File: src/rtl/fir_coef_loader_if.sv
// Coefficient configuration channel between a configuration master and fir_coef_loader.
// A word transfers on a rising clk2 edge where cfg_valid and cfg_ready are both high. While
// cfg_valid is high, the master holds cfg_data and cfg_last stable until the word transfers.
// cfg_ready may change on any cycle without waiting for cfg_valid.
interface fir_coef_loader_if #(
  parameter int W = 16
);
  logic                cfg_valid;
  logic                cfg_ready;
  logic signed [W-1:0] cfg_data;
  logic                cfg_last;

  modport master (
    output cfg_valid,
    output cfg_data,
    output cfg_last,
    input  cfg_ready
  );

  modport slave (
    input  cfg_valid,
    input  cfg_data,
    input  cfg_last,
    output cfg_ready
  );
endinterface

File: src/rtl/fir_coef_loader.sv
// Buffers NTAP coefficients from the config channel, then releases the FIR ALU reset and
// streams one zero pad word followed by the taps on b_out before asserting b_valid.
module fir_coef_loader #(
  parameter int NTAP = 64,
  parameter int W    = 16,
  parameter int CW   = 7
) (
  input  logic                clk2,
  input  logic                COEF_restn,
  fir_coef_loader_if.slave    cfg,
  input  logic                reload,
  output logic                alu_restn,
  output logic signed [W-1:0] b_out,
  output logic                b_valid,
  output logic                busy,
  output logic                err,
  output logic [1:0]          dbg_state
);

  localparam int AW = $clog2(NTAP);
  localparam logic [CW-1:0] LAST_IDX   = CW'(NTAP - 1);
  localparam logic [CW-1:0] STREAM_END = CW'(NTAP);

  typedef enum logic [1:0] {
    S_LOAD   = 2'd0,
    S_STREAM = 2'd1,
    S_RUN    = 2'd2,
    S_ERR    = 2'd3
  } state_t;

  state_t              state_q;
  logic [CW-1:0]       wcnt_q;
  logic [CW-1:0]       scnt_q;
  logic                alu_restn_q;
  logic                b_valid_q;
  logic                err_q;
  logic signed [W-1:0] b_out_q;
  logic signed [W-1:0] buf_q [NTAP];

  logic                accept;
  logic signed [W-1:0] rd_word;

  assign cfg.cfg_ready = (state_q == S_LOAD);
  assign busy          = (state_q == S_LOAD) || (state_q == S_STREAM);
  // reload wins over a same-cycle handshake, so the offered word is dropped.
  assign accept        = cfg.cfg_valid && cfg.cfg_ready && !reload;
  assign rd_word       = buf_q[scnt_q[AW-1:0]];

  assign alu_restn = alu_restn_q;
  assign b_out     = b_out_q;
  assign b_valid   = b_valid_q;
  assign err       = err_q;
  assign dbg_state = state_q;

  // Coefficient storage has no reset; it is always fully rewritten before being streamed.
  always_ff @(posedge clk2) begin
    if (accept) begin
      buf_q[wcnt_q[AW-1:0]] <= cfg.cfg_data;
    end
  end

  always_ff @(posedge clk2 or negedge COEF_restn) begin
    if (!COEF_restn) begin
      state_q     <= S_LOAD;
      wcnt_q      <= '0;
      scnt_q      <= '0;
      alu_restn_q <= 1'b0;
      b_out_q     <= '0;
      b_valid_q   <= 1'b0;
      err_q       <= 1'b0;
    end else if (reload) begin
      state_q     <= S_LOAD;
      wcnt_q      <= '0;
      scnt_q      <= '0;
      alu_restn_q <= 1'b0;
      b_out_q     <= '0;
      b_valid_q   <= 1'b0;
      err_q       <= 1'b0;
    end else begin
      case (state_q)
        S_LOAD: begin
          alu_restn_q <= 1'b0;
          b_valid_q   <= 1'b0;
          b_out_q     <= '0;
          if (accept) begin
            wcnt_q <= wcnt_q + CW'(1);
            if (cfg.cfg_last && (wcnt_q == LAST_IDX)) begin
              // Leaving LOAD: scnt = 0 drives the pad word the ALU discards.
              state_q     <= S_STREAM;
              scnt_q      <= '0;
              alu_restn_q <= 1'b1;
            end else if (cfg.cfg_last || (wcnt_q == LAST_IDX)) begin
              state_q <= S_ERR;
              err_q   <= 1'b1;
            end
          end
        end
        S_STREAM: begin
          if (scnt_q == STREAM_END) begin
            state_q   <= S_RUN;
            b_out_q   <= '0;
            b_valid_q <= 1'b1;
          end else begin
            b_out_q <= rd_word;
            scnt_q  <= scnt_q + CW'(1);
          end
        end
        S_RUN: begin
          alu_restn_q <= 1'b1;
          b_valid_q   <= 1'b1;
          b_out_q     <= '0;
        end
        default: begin
          alu_restn_q <= 1'b0;
          b_valid_q   <= 1'b0;
          b_out_q     <= '0;
        end
      endcase
    end
  end

endmodule

File: src/flat_wrapper.sv
// flat-port wrapper written by rule: the top's interface ports become plain ports
module fir_coef_loader_flat 
#(
  parameter int NTAP = 64,
  parameter int W    = 16,
  parameter int CW   = 7
)
  (clk2, COEF_restn, reload, alu_restn, b_out, b_valid, busy, err, dbg_state, cfg_cfg_valid, cfg_cfg_data, cfg_cfg_last, cfg_cfg_ready);
  fir_coef_loader_if #(.W(W)) cfg_i ();
  input  logic clk2;
  input  logic COEF_restn;
  input  logic reload;
  output logic alu_restn;
  output logic signed [W-1:0] b_out;
  output logic b_valid;
  output logic busy;
  output logic err;
  output logic [1:0] dbg_state;
  input wire logic [$bits(cfg_i.cfg_valid)-1:0] cfg_cfg_valid;
  input wire logic [$bits(cfg_i.cfg_data)-1:0] cfg_cfg_data;
  input wire logic [$bits(cfg_i.cfg_last)-1:0] cfg_cfg_last;
  output wire logic [$bits(cfg_i.cfg_ready)-1:0] cfg_cfg_ready;
  assign cfg_i.cfg_valid = cfg_cfg_valid;
  assign cfg_i.cfg_data = cfg_cfg_data;
  assign cfg_i.cfg_last = cfg_cfg_last;
  assign cfg_cfg_ready = cfg_i.cfg_ready;
  fir_coef_loader #(.NTAP(NTAP), .W(W), .CW(CW)) u_core (.clk2(clk2), .COEF_restn(COEF_restn), .cfg(cfg_i), .reload(reload), .alu_restn(alu_restn), .b_out(b_out), .b_valid(b_valid), .busy(busy), .err(err), .dbg_state(dbg_state));
endmodule
File: config.mk
export PLATFORM = sky130hd
export DESIGN_NAME = fir_coef_loader_flat
export DESIGN_NICKNAME = d
export VERILOG_FILES = /design/src/rtl/fir_coef_loader_if.sv /design/src/rtl/fir_coef_loader.sv /design/src/flat_wrapper.sv
export SDC_FILE = /design/constraint.sdc
export NUM_CORES = 1
export LEC_CHECK = 0
export CAP_MARGIN = 20
export CORE_ASPECT_RATIO = 2
export CORE_MARGIN = 2
export CORE_UTILIZATION = 60
export DETAILED_ROUTE_END_ITERATION = 8
export PLACE_DENSITY_LB_ADDON = 0.1
export SLEW_MARGIN = 20
export SYNTH_ARGS = -nofsm -noshare
export SYNTH_HDL_FRONTEND = slang
export SYNTH_SLANG_ARGS = --single-unit
File: constraint.sdc
create_clock -name clk2 -period 6.1 [get_ports clk2]
set_input_delay 1.22 -clock clk2 [delete_from_list [all_inputs] [get_ports clk2]]
set_output_delay 1.22 -clock clk2 [all_outputs]
set_load 0.1 [all_outputs]
==> Word level (Yosys, flattened, before mapping) <==
Memories as Yosys holds them, arrays and structs flattened.
Index checks and enable logic that the tools add are counted.
{ "word_totals": {"register_bits": 35, "ramBits": 1024, "inputBits": 21, "output_inout_bits": 23, "wordCells": 67, "memories": 1} }
{ "memory_table": {"columns": ["name", "depth", "word_bits", "rd", "rd_clocked_by_memory_dff", "write_ports", "line", "rtl"], "rows": [
  ["u_core.buf_q", 64, 16, 1, 0, 1, "fir_coef_loader.sv:38", "logic signed [W-1:0] buf_q [NTAP];"]
]} }
{ "classes": {"n_addsub": 2, "n_eq_ne": 11, "n_mux": 31, "reduce_logical": 15} }
{ "op_table": {"columns": ["operator", "n"], "rows": [
  ["$mux 7", 7],
  ["$mux 16", 3],
  ["$add 7x1->7 const B", 2],
  ["$pmux 7 s2", 1],
  ["$mux 1", 12],
  ["$ne 3x3->1 const B", 4],
  ["$reduce_and 4->1", 3],
  ["$mux 2", 5],
  ["$eq 7x6->1 const B", 1],
  ["$eq 7x7->1 const B", 1],
  ["$reduce_bool 2->1", 3],
  ["$ne 2x2->1 const B", 2],
  ["$ne 4x4->1 const B", 1],
  ["$pmux 2 s2", 1],
  ["$logic_and 1x1->1", 3],
  ["$pmux 1 s3", 1],
  ["$reduce_bool 3->1", 1],
  ["$eq 2x1->1 const B", 1],
  ["$eq 2x2->1 const B", 1],
  ["$logic_not 2->1", 1],
  ["$logic_or 1x1->1", 2],
  ["$pmux 1 s2", 1],
  ["$reduce_and 2->1", 1],
  ["$logic_not 1->1", 1]
]} }

==> Depth between registers and ports, before layout <==
Gate-level depths: netlist of run 1.
{ "logic_depth": {"word_depth": 7, "depth_mapped": 11, "ltp_nobuf": 7} }

==> Least setup slack after synthesis of run 1 <==
No wires, ideal clock.
{ "synth_timing": {"path_kind": "reg2out", "from": "register u_core.state_q[0] (netlist: u_core.dbg_state[0])", "to": "output busy", "arrival_ns": 2.746, "required_time_ns": 4.880, "slack_ns": 2.134, "path_stages_with_launch": 5, "path_cell_list": "dfrtp_1 inv_1 ha_1 nor2_1 inv_1"} }
{ "synth_between": {"elab_chain_len": 2, "word_cells_on_any_way": 3, "cone_classes": "eq/ne: 1; reduce/logical: 2"} }
{ "synth_rtl": {"columns": ["element", "line", "rtl"], "rows": [
  ["start: declaration", "fir_coef_loader.sv:31", "state_t state_q;"],
  ["start signal: assignment", "fir_coef_loader.sv:64", "state_q <= S_LOAD;"],
  ["start signal: assignment", "fir_coef_loader.sv:72", "state_q <= S_LOAD;"],
  ["start signal: assignment", "fir_coef_loader.sv:89", "state_q <= S_STREAM;"],
  ["$logic_not 2->1", null, null],
  ["net cfg_cfg_ready", "flat_wrapper.sv:22", "output wire logic [$bits(cfg_i.cfg_ready)-1:0] cfg_cfg_ready;"],
  ["$logic_or 1x1->1", "fir_coef_loader.sv:44", "assign busy = (state_q == S_LOAD) || (state_q == S_STREAM);"],
  ["end: declaration", "flat_wrapper.sv:16", "output logic busy;"]
]} }
The timed path passes the listed nets, and every way through them passes these cells.

==> Worst setup path in the final report of run 1 <==
{ "layout_timing": {"from": "register u_core.state_q[1] (netlist: u_core.dbg_state[1])", "to": "output busy"} }
{ "layout_between": {"elab_chain_len": 2, "word_cells_on_any_way": 3, "cone_classes": "eq/ne: 1; reduce/logical: 2"} }
{ "layout_rtl": {"columns": ["element", "line"], "rows": [
  ["$eq 2x1->1 or $logic_not 2->1 (tied branches)", "fir_coef_loader.sv:44"],
  ["$logic_or 1x1->1 (*)", "fir_coef_loader.sv:44"]
]} }
Mark *: on every way between the ends. The rest lies on a longest branch, timed or not.

==> results.txt, run 1 <==
Vias -> 21100
Crit-path leading delay family -> buffers and inverters
Area Growth Syn to Fin -> 10.7%
Die Y -> 374 µm
H-tree depth -> 3
# Max-Cap Violations -> 0
Die width -> 189 µm
FMAX -> 0.223 GHz
Post-synth EDFFs -> 1024
Clk sinks -> 1059
Overflow left after global routing -> 0
Root Driver -> clkbuf_16
Avg Vias per Cell -> 6.63
Post-Syn Instances -> 2117
Die area -> 70700 µm²
Initial drt markers -> 2159
Number of distinct library cells after synthesis -> 57
Tcrit/Tclk final -> 73.5%
I/O pin total -> 44
Final ANT Viol Nets -> 0
# rows -> 135
Final Max Slew Viols -> 0
Crit end category -> primary output
Nets -> 2247
Final hold viol count -> 0
Total track usage -> 30.4%
Arrival @ worst endpoint -> 3270 ps
Leak Pwr -> 13.7 nW
Post_cts resized -> 0
Biggest area consumer among synthesized cells -> edfxtp_1
Status -> completed
Avg Cell Area, Syn -> 19.4 µm²
CP required -> 4880 ps
Unrepaired setup endpoints after global routing -> no
Worst Hold Class -> register to register
Final setup violation count -> 0
CTS Hold Bufs -> 0
Clock Path Buffers -> 3
Setup tns final -> 0 ps
Post-CTS Setup Inserts -> 0
Antenna cells -> 0
Drt first pass iters -> 6
I/O Buffers -> 43
Worst path bufs/invs -> 3
Max-slew headroom -> 23.2%
Gpl congestion -> 0.953
Largest net degree at the start of global routing -> 109
Final Routed Wirelength -> 105 mm
Hold_ws -> 520 ps
Synth Warn # -> 0
Vias in the first global route -> 21400
Share of Yosys cell area claimed by the top area cell type -> 74.9%
Seq/Total Area, Yosys -> 77.0%
Critical Path Fanout Max -> 12
VDD IR max -> 0.430 mV
Least-Margin Pin Slew -> 1150 ps
Clock Skews -> 19.4 ps
CP max-delay cell -> clkdlybuf4s50_1
Starting Density -> 60.6%
First-pass GRT wire length -> 149 mm
Initial antenna violation count -> 0
Crit-path max cell delay -> 1190 ps
Fraction of layout cells with a size suffix above 1 -> 16.9%
Crit path time final -> 4490 ps
Worst path cell trace -> inv_1 > ha_1 > nor2_1 > inv_1 > clkdlybuf4s50_1
DRC -> 0
Ys flop type -> edfxtp_1
DR WL/cell -> 33.2 µm
Power density over the cells -> 322 nW/µm²
Worst skew pair latency -> 660 ps
Std-Cell Core Area -> 67700 µm²
Post-synthesis register bit count -> 1059
CTS tree -> yes
DPL Wire Length -> 65.4 mm
Mapped cell area -> 41100 µm²
CP dominant cell by count -> inv_1
Clk slew on worst S/H paths -> 80 ps
Startpoint types -> register
Crit Path Class -> register to primary output
Num CTS Buffers -> 84
Top cells by area, synth -> edfxtp_1 75%, mux2i_1 6.7%, mux4_2 6.6%
Asr flop ratio synth -> 3.31%
Mapped Nets -> 2144
[metrics by stage]
| step | total power, W | instances | utilization [%] | cell area, µm² | worst slack (ps) |
|---|---|---|---|---|---|
| 3_5_place_dp | 0.00925 | 3024 | 63.1 | 42700 | 1670 |
| 5_1_grt | 0.0150 | 3177 | 67.1 | 45500 | 1540 |
| 4_1_cts | 0.0147 | 3177 | 67.1 | 45500 | 1660 |
| 3_3_place_gp | 0.00923 | 3024 | 63.1 | 42700 | 1780 |
| 6_report | 0.0147 | 3177 | 67.1 | 45500 | 1610 |
| 2_1_floorplan | 0.00886 | 2117 | - | 41100 | 2130 |
[placed cells by master, fill, tap and decap left out, drive strengths merged, types with 15 or more instances in the layout]
master,synthesis,final
edfxtp,1024,1024
mux2i,273,273
a22oi,130,130
mux4,121,121
buf,70,118
clkbuf,57,107
nor2,83,83
nand2,59,59
nand3,47,47
dfrtp,35,35
nand4,31,31
a21oi,26,26
clkdlybuf4s50,0,26
clkinv,0,26
o221ai,16,16
a32o,15,15
[cells by family after synthesis]
family	share of synthesized area, %
simple gates	3.14
mux	13.4
flops	77.0
fa+ha+maj	0.183
buf+inv	1.62
xor+xnor	0.107
compound gates	4.51
[sequential cells by signal, summed over array words and instances (netlist names)]
| register | flops |
|---|---|
| u_core.err | 1 |
| u_core.b_valid | 1 |
| u_core.alu_restn | 1 |
| u_core.buf_q | 1024 |
| u_core.wcnt_q | 7 |
| u_core.scnt_q | 7 |
| u_core.dbg_state | 2 |
| u_core.b_out | 16 |
[power by group]
group          switching [W]  internal, W  leakage [nW]
Sequential         0.0000500      0.00802          9.68
Combinational       0.000718     0.000321          2.65
Clock                0.00250      0.00305          1.33
[final timing paths]
path                                     startpoint                to  slack [ps]  cells past startpoint
max in group asynchronous                COEF_restn  u_core.scnt_q[0]        4740                      1
worst max-delay path            u_core.dbg_state[1]              busy        1610                      5
worst min-delay path               u_core.scnt_q[6]  u_core.scnt_q[6]         520                      1
worst min register to register     u_core.scnt_q[6]  u_core.scnt_q[6]         520                      1
min in group asynchronous                COEF_restn        u_core.err         700                      1
worst max register to register     u_core.scnt_q[1]  u_core.b_out[11]        2170                      6
[cell usage after synthesis, types with 7 or more instances]
| library cell | instances |
|---|---|
| nand2_1 | 59 |
| a311oi_1 | 9 |
| clkbuf_1 | 57 |
| buf_4 | 10 |
| nand4_1 | 31 |
| mux4_2 | 121 |
| a221oi_1 | 7 |
| a32o_1 | 15 |
| o221ai_1 | 16 |
| a21oi_1 | 26 |
| a22oi_1 | 130 |
| dfrtp_1 | 35 |
| inv_1 | 8 |
| nor3_1 | 13 |
| a211oi_1 | 7 |
| nor2b_1 | 11 |
| mux2i_1 | 273 |
| nor2_1 | 79 |
| buf_2 | 49 |
| edfxtp_1 | 1024 |
| buf_6 | 8 |
| nand3_1 | 47 |
[worst reg2reg max path, cell delays in order (launching register included)]
cell and delay [ps]:
dfrtp_4 970, buf_4 700, or3b_1 790, o221ai_1 570
a21oi_1 320, o21ai_0 170, a32o_1 300
[final cells by class]
class                   instances  area [µm²]
flip-flops and latches       1059       31600
fillers                      4388       22300
multi-input cells             923        8810
clock buffers                 107        2210
repair buffers                144        1140
well taps                     890        1110
clock inverters                46         534
inverters                       8        30.0
[layer usage]
metal	vias to the layer above	GRT usage, %	part of all wire (%)	wire length (µm)
met5	-	0	0	0
met4	0	23.3	8.9	9370
met3	276	4.68	6.3	6600
met2	971	51.4	52	54600
met1	10900	34.4	33	34800
li1	8873	-	-	-
Power figures use the tool's default switching activity.
==> run 2, diff against run 1 <==
- clock period: 6.1 -> 4.66 ns (I/O delays scaled with it)
==> run 2 against run 1 <==
  * Core utilization is 0.30 points higher
  * Global-route usage is 1.3 points higher
  * Critical path type unchanged
  * Critical path depth is 2 lower
==> results.txt, run 2 (synthesized netlist as in run 1, its figures left out) <==
Max-slew headroom -> 25.4% (+2.2 points)
Worst skew pair latency -> 670 ps (about the same)
CTS Hold Bufs -> 0 (unchanged)
Final Max Slew Viols -> 0 (unchanged)
Vias in the first global route -> 21600 (+1.1%)
Std-Cell Core Area -> 67700 µm² (unchanged)
VDD IR max -> 0.401 mV (-6.8%)
Commonest cells after routing, fill and taps aside -> 1024 x edfxtp_1, 273 x mux2i_1, 130 x a22oi_1
I/O pin total -> 44 (unchanged)
Worst Hold Class -> primary input to asynchronous set/reset pin
Die area -> 70700 µm² (unchanged)
Crit end category -> primary output
Post_cts resized -> 0 (unchanged)
Tcrit/Tclk final -> 77.7%
FF+latch area -> 31600 µm² (unchanged)
Unrepaired setup endpoints after global routing -> no
Die Y -> 374 µm (unchanged)
Fraction of layout cells with a size suffix above 1 -> 17.6% (+0.74 points)
End point of the critical path -> cfg_cfg_ready
Status -> completed
CP required -> 3730 ps (-1150 ps)
Setup slack, reg-to-reg -> 1200 ps (-970 ps)
H-tree depth -> 3 (unchanged)
Clk slew on worst S/H paths -> 70 ps (about the same)
Arrival @ worst endpoint -> 2690 ps (-580 ps)
Avg Vias per Cell -> 6.68 (+0.78%)
First-pass GRT wire length -> 154 mm (+3.2%)
Area of the multi-input gates -> 8810 µm² (about the same)
Clk sinks -> 1059 (unchanged)
DPL Wire Length -> 71.9 mm (+10%)
Most common cell after layout, fill and taps aside -> edfxtp_1
DRC -> 0 (unchanged)
Startpoint types -> register
Least-Margin Pin Slew -> 1120 ps (-26.8 ps)
Setup tns final -> 0 ps (unchanged)
Critical Path Fanout Max -> 7 (-5)
Nets -> 2263 (+0.71%)
Clock Skews -> 31.0 ps (+11.6 ps)
Max reg flops -> 1024 (unchanged)
Tot Pwr -> 0.0193 W (+32%)
DR WL/cell -> 34.3 µm (+3.6%)
FMAX -> 0.276 GHz
Area Growth Syn to Fin -> 11.2%
Root Driver -> clkbuf_16
Inst Count DP -> 3039 (+0.50%)
Final setup violation count -> 0 (unchanged)
Starting Density -> 60.6% (unchanged)
Total track usage -> 31.7% (+1.3 points)
Num CTS Buffers -> 85 (+1.2%)
Crit Path Class -> register to primary output
Vias -> 21300 (+1.3%)
I/O Buffers -> 43 (unchanged)
Initial antenna violation count -> 0 (unchanged)
Reg2reg start -> u_core.scnt_q[0]
Antenna cells -> 0 (unchanged)
Die width -> 189 µm (unchanged)
Initial drt markers -> 2424 (+12%)
Power density over the cells -> 422 nW/µm² (+31%)
Drt first pass iters -> 6 (unchanged)
Final Routed Wirelength -> 110 mm (+4.1%)
CTS tree -> yes
R2R depth -> 5 (-1)
Final hold viol count -> 0 (unchanged)
Fill cells -> 4444 (+1.3%)
Final non-filler cell total -> 3194 (+0.54%)
Largest net degree at the start of global routing -> 65 (-40%)
Crit path from -> u_core.dbg_state[1]
Clock Path Buffers -> 3 (unchanged)
Overflow left after global routing -> 0 (unchanged)
Crit path time final -> 3620 ps
Post-CTS Setup Inserts -> 0 (unchanged)
Final ANT Viol Nets -> 0 (unchanged)
Leak Pwr -> 13.8 nW (+0.99%)
FF-to-FF End -> u_core.b_out[8]
# rows -> 135 (unchanged)
# Max-Cap Violations -> 0 (unchanged)
Gpl congestion -> 0.962 (+0.94%)
[run 2: changes by cell type in the layout (fill, tap and decap cells not counted), sizes merged]
cell / change
clkinv: +11
clkinvlp: -1
inv: -2
clkbuf: -7
clkdlybuf4s50: -1
buf: +16
bufinv: +1
[run 2: worst min path at each step]
stage	start	endpoint	cells after the start
CTS	COEF_restn	u_core.wcnt_q[6]	1
finish	COEF_restn	u_core.err	1
floorplan	u_core.scnt_q[6]	u_core.scnt_q[6]	1
global placement	u_core.scnt_q[6]	u_core.scnt_q[6]	1
detailed placement	u_core.err	u_core.err	2
global route	COEF_restn	u_core.wcnt_q[6]	1
[run 2: where the power goes]
part           switching [W]  leakage, nW  internal (W)  total (W)
Clock                0.00327         1.37       0.00407    0.00733
Combinational       0.000963         2.74      0.000425    0.00139
Sequential         0.0000643         9.68        0.0105     0.0106
Total                0.00429         13.8        0.0150     0.0193
[run 2: layout make-up]
cell class | count | area share [%]
Sequential cell | 1059 | 69.3
Multi-Input combinational cell | 923 | 19.3
Clock buffer | 100 | 4.83
Timing Repair Buffer | 159 | 2.85
Tap cell | 890 | 2.44
Clock inverter | 55 | 1.29
Inverter | 8 | 0.0657
[run 2: through the flow]
step / setup WS, ps / utilization, % / instance area (µm²) / hold slack, ps
floorplan: 719 / - / 41100 / 459
global placement: 1080 / 63.3 / 42900 / 497
detailed placement: 989 / 63.3 / 42900 / 508
CTS: 1030 / 67.4 / 45700 / 389
global route: 955 / 67.4 / 45700 / 439
finish: 1040 / 67.4 / 45700 / 389
[run 2: metal layers]
metal	track usage [%]	part of all wire (%)	vias up
met5	0	0	-
met4	24.1	9.0	0
met3	4.77	6.3	301
met2	54.3	52	1029
met1	35.5	33	11100
li1	-	-	8902
[run 2: critical path, cell delays in order, from the launching register on]
cell and delay [ps]:
dfrtp_1 410, inv_1 120, ha_1 310, clkdlybuf4s50_1 1190
==> run 3, diff against run 2 <==
- CORE_UTILIZATION: 60 -> 56
- clock period: 4.66 -> 3.1 ns (I/O delays scaled with it)
==> run 3 against run 2 <==
  * Setup slack worse by 860 ps
  * Critical path depth is 2 higher
  * Sequential cell count stayed put
  * Sequential power is 49% higher
  * Core utilization is 2.6 points lower
  * Cell area is 3.1% higher
  * Global-route usage is 3.3 points lower
  * Critical endpoint is now busy
  * Worst hold slack worse by 340 ps
  * Combinational power is 58% higher
==> results.txt, run 3 (synthesized netlist as in run 1, its figures left out) <==
Largest net degree at the start of global routing -> 82 (+26%)
Unrepaired setup endpoints after global routing -> no
Status -> completed
Std-Cell Core Area -> 72700 µm² (+7.3%)
# rows -> 140 (+3.7%)
Worst skew pair latency -> 680 ps (about the same)
Final non-filler cell total -> 3281 (+2.7%)
I/O pin total -> 44 (unchanged)
CTS Hold Bufs -> 0 (unchanged)
Clock Path Buffers -> 3 (unchanged)
Area Growth Syn to Fin -> 14.7%
Arrival @ worst endpoint -> 2300 ps (-390 ps)
Reg2reg start -> u_core.scnt_q[0]
Area of the multi-input gates -> 9150 µm² (+3.9%)
Crit path time final -> 2920 ps
Leak Pwr -> 14.3 nW (+3.4%)
Clk sinks -> 1059 (unchanged)
Worst path bufs/invs -> 3 (+1)
Vias in the first global route -> 21700 (+0.18%)
DR WL/cell -> 32.0 µm (-6.8%)
Final setup violation count -> 0 (unchanged)
Commonest cells after routing, fill and taps aside -> 1024 x edfxtp_1, 273 x mux2i_1, 136 x buf_4
Initial antenna violation count -> 0 (unchanged)
Tot Pwr -> 0.0292 W (+51%)
Design Area, Final -> 47100 µm² (+3.1%)
Post-CTS Setup Inserts -> 0 (unchanged)
Gpl congestion -> 0.911 (-5.3%)
CP dominant cell by count -> inv_1
I/O Buffers -> 43 (unchanged)
Final hold viol count -> 0 (unchanged)
CP required -> 2480 ps (-1250 ps)
Crit Path Class -> register to primary output
Critical Path Fanout Max -> 12 (+5)
Vias -> 21000 (-1.7%)
Setup slack, reg-to-reg -> 320 ps (-880 ps)
R2R depth -> 5 (unchanged)
Tcrit/Tclk final -> 94.0%
CP max-delay cell -> nor2_1
H-tree depth -> 3 (unchanged)
Inst Count DP -> 3123 (+2.8%)
# Max-Cap Violations -> 0 (unchanged)
Avg Vias per Cell -> 6.39 (-4.3%)
Fraction of layout cells with a size suffix above 1 -> 23.3% (+5.7 points)
Overflow left after global routing -> 0 (unchanged)
Crit-path max cell delay -> 410 ps (-780 ps)
Worst Hold Class -> primary input to asynchronous set/reset pin
Worst path cell trace -> inv_1 > ha_1 > nor2_1 > inv_1 > buf_12
VDD IR max -> 0.657 mV (+64%)
Drt first pass iters -> 5 (-1)
Most common cell after layout, fill and taps aside -> edfxtp_1
CTS tree -> yes
Num CTS Buffers -> 85 (unchanged)
First-pass GRT wire length -> 150 mm (-2.9%)
DPL Wire Length -> 69.3 mm (-3.6%)
Least-Margin Pin Slew -> 968 ps (-151 ps)
Starting Density -> 56.5% (-4.1 points)
FMAX -> 0.343 GHz
Power density over the cells -> 619 nW/µm² (+47%)
Die Y -> 387 µm (+3.5%)
Clock Skews -> 20.6 ps (-10.4 ps)
Crit end category -> primary output
Final Routed Wirelength -> 105 mm (-4.3%)
Clk slew on worst S/H paths -> 70 ps (about the same)
Nets -> 2314 (+2.3%)
Max reg flops -> 1024 (unchanged)
Max-slew headroom -> 35.4% (+10 points)
Post-DP Area -> 44200 µm² (+3.2%)
FF+latch area -> 31600 µm² (about the same)
Root Driver -> clkbuf_16
Die width -> 195 µm (+3.4%)
Die area -> 75600 µm² (+7.0%)
Startpoint types -> register
Final ANT Viol Nets -> 0 (unchanged)
Crit-path leading delay family -> buffers and inverters
FF-to-FF End -> u_core.b_out[0]
Post_cts resized -> 0 (unchanged)
Total track usage -> 28.3% (-3.3 points)
Initial drt markers -> 1566 (-35%)
DRC -> 0 (unchanged)
Final Max Slew Viols -> 0 (unchanged)
Fill cells -> 4826 (+8.6%)
-- run 3: cell count changes in the layout (fill, tap and decap cells not counted), sizes merged --
cell | before | now
diode | 0 | 1
buf | 134 | 207
clkinvlp | 2 | 7
bufinv | 12 | 11
clkbuf | 100 | 108
inv | 12 | 11
clkinv | 37 | 28
clkdlybuf4s50 | 25 | 3
-- run 3: stage by stage --
step           utilization [%]  hold slack [ps]  setup TNS [ps]  worst slack [ps]
2_1_floorplan                -              324           -9760             -80.7
3_3_place_gp              60.9              522               0               111
3_5_place_dp              60.9              533               0              83.2
4_1_cts                   64.8             39.7               0               127
5_1_grt                   64.8             96.0               0              52.9
6_report                  64.8             53.8               0               185
-- run 3: worst register-to-register path, cell delays in order, from the launching register on --
cell	delay [ps]
dfrtp_4	600
buf_4	420
mux4_2	600
a211oi_1	560
a21oi_1	210
a32o_1	250
-- run 3: per-layer routing --
| layer | wire length (µm) | track usage, % | up-vias | part of all wire, % |
|---|---|---|---|---|
| met2 | 58200 | 52.5 | 720 | 55 |
| met3 | 5250 | 4.06 | 223 | 5.0 |
| met4 | 6610 | 16.4 | 0 | 6.3 |
| met5 | 0 | 0 | - | 0 |
| li1 | - | - | 9024 | - |
| met1 | 34900 | 30.5 | 11000 | 33 |
-- run 3: cell type report --
cell class | instances | share of cell area, %
inverters | 8 | 0.0637
repair buffers | 210 | 4.80
flip-flops and latches | 1059 | 67.2
clock buffers | 108 | 4.90
well taps | 923 | 2.45
diodes | 1 | 0.00531
multi-input cells | 923 | 19.4
clock inverters | 49 | 1.18
-- run 3: worst max path at each step --
stage | slack, ps | endpoint | from | depth (start not counted)
2_1_floorplan | -80 | u_core.buf_q[62][0] | u_core.dbg_state[1] | 6
3_3_place_gp | 110 | u_core.buf_q[19][8] | cfg_cfg_valid | 7
3_5_place_dp | 80 | u_core.buf_q[27][3] | cfg_cfg_valid | 7
4_1_cts | 130 | busy | u_core.dbg_state[1] | 5
5_1_grt | 50 | busy | u_core.dbg_state[1] | 5
6_report | 180 | busy | u_core.dbg_state[1] | 5
-- run 3: power breakdown --
part           switching [W]  leakage, nW  internal (W)
combinational        0.00146         3.21      0.000741
sequential         0.0000585         9.68        0.0158
clock                0.00491         1.38       0.00622
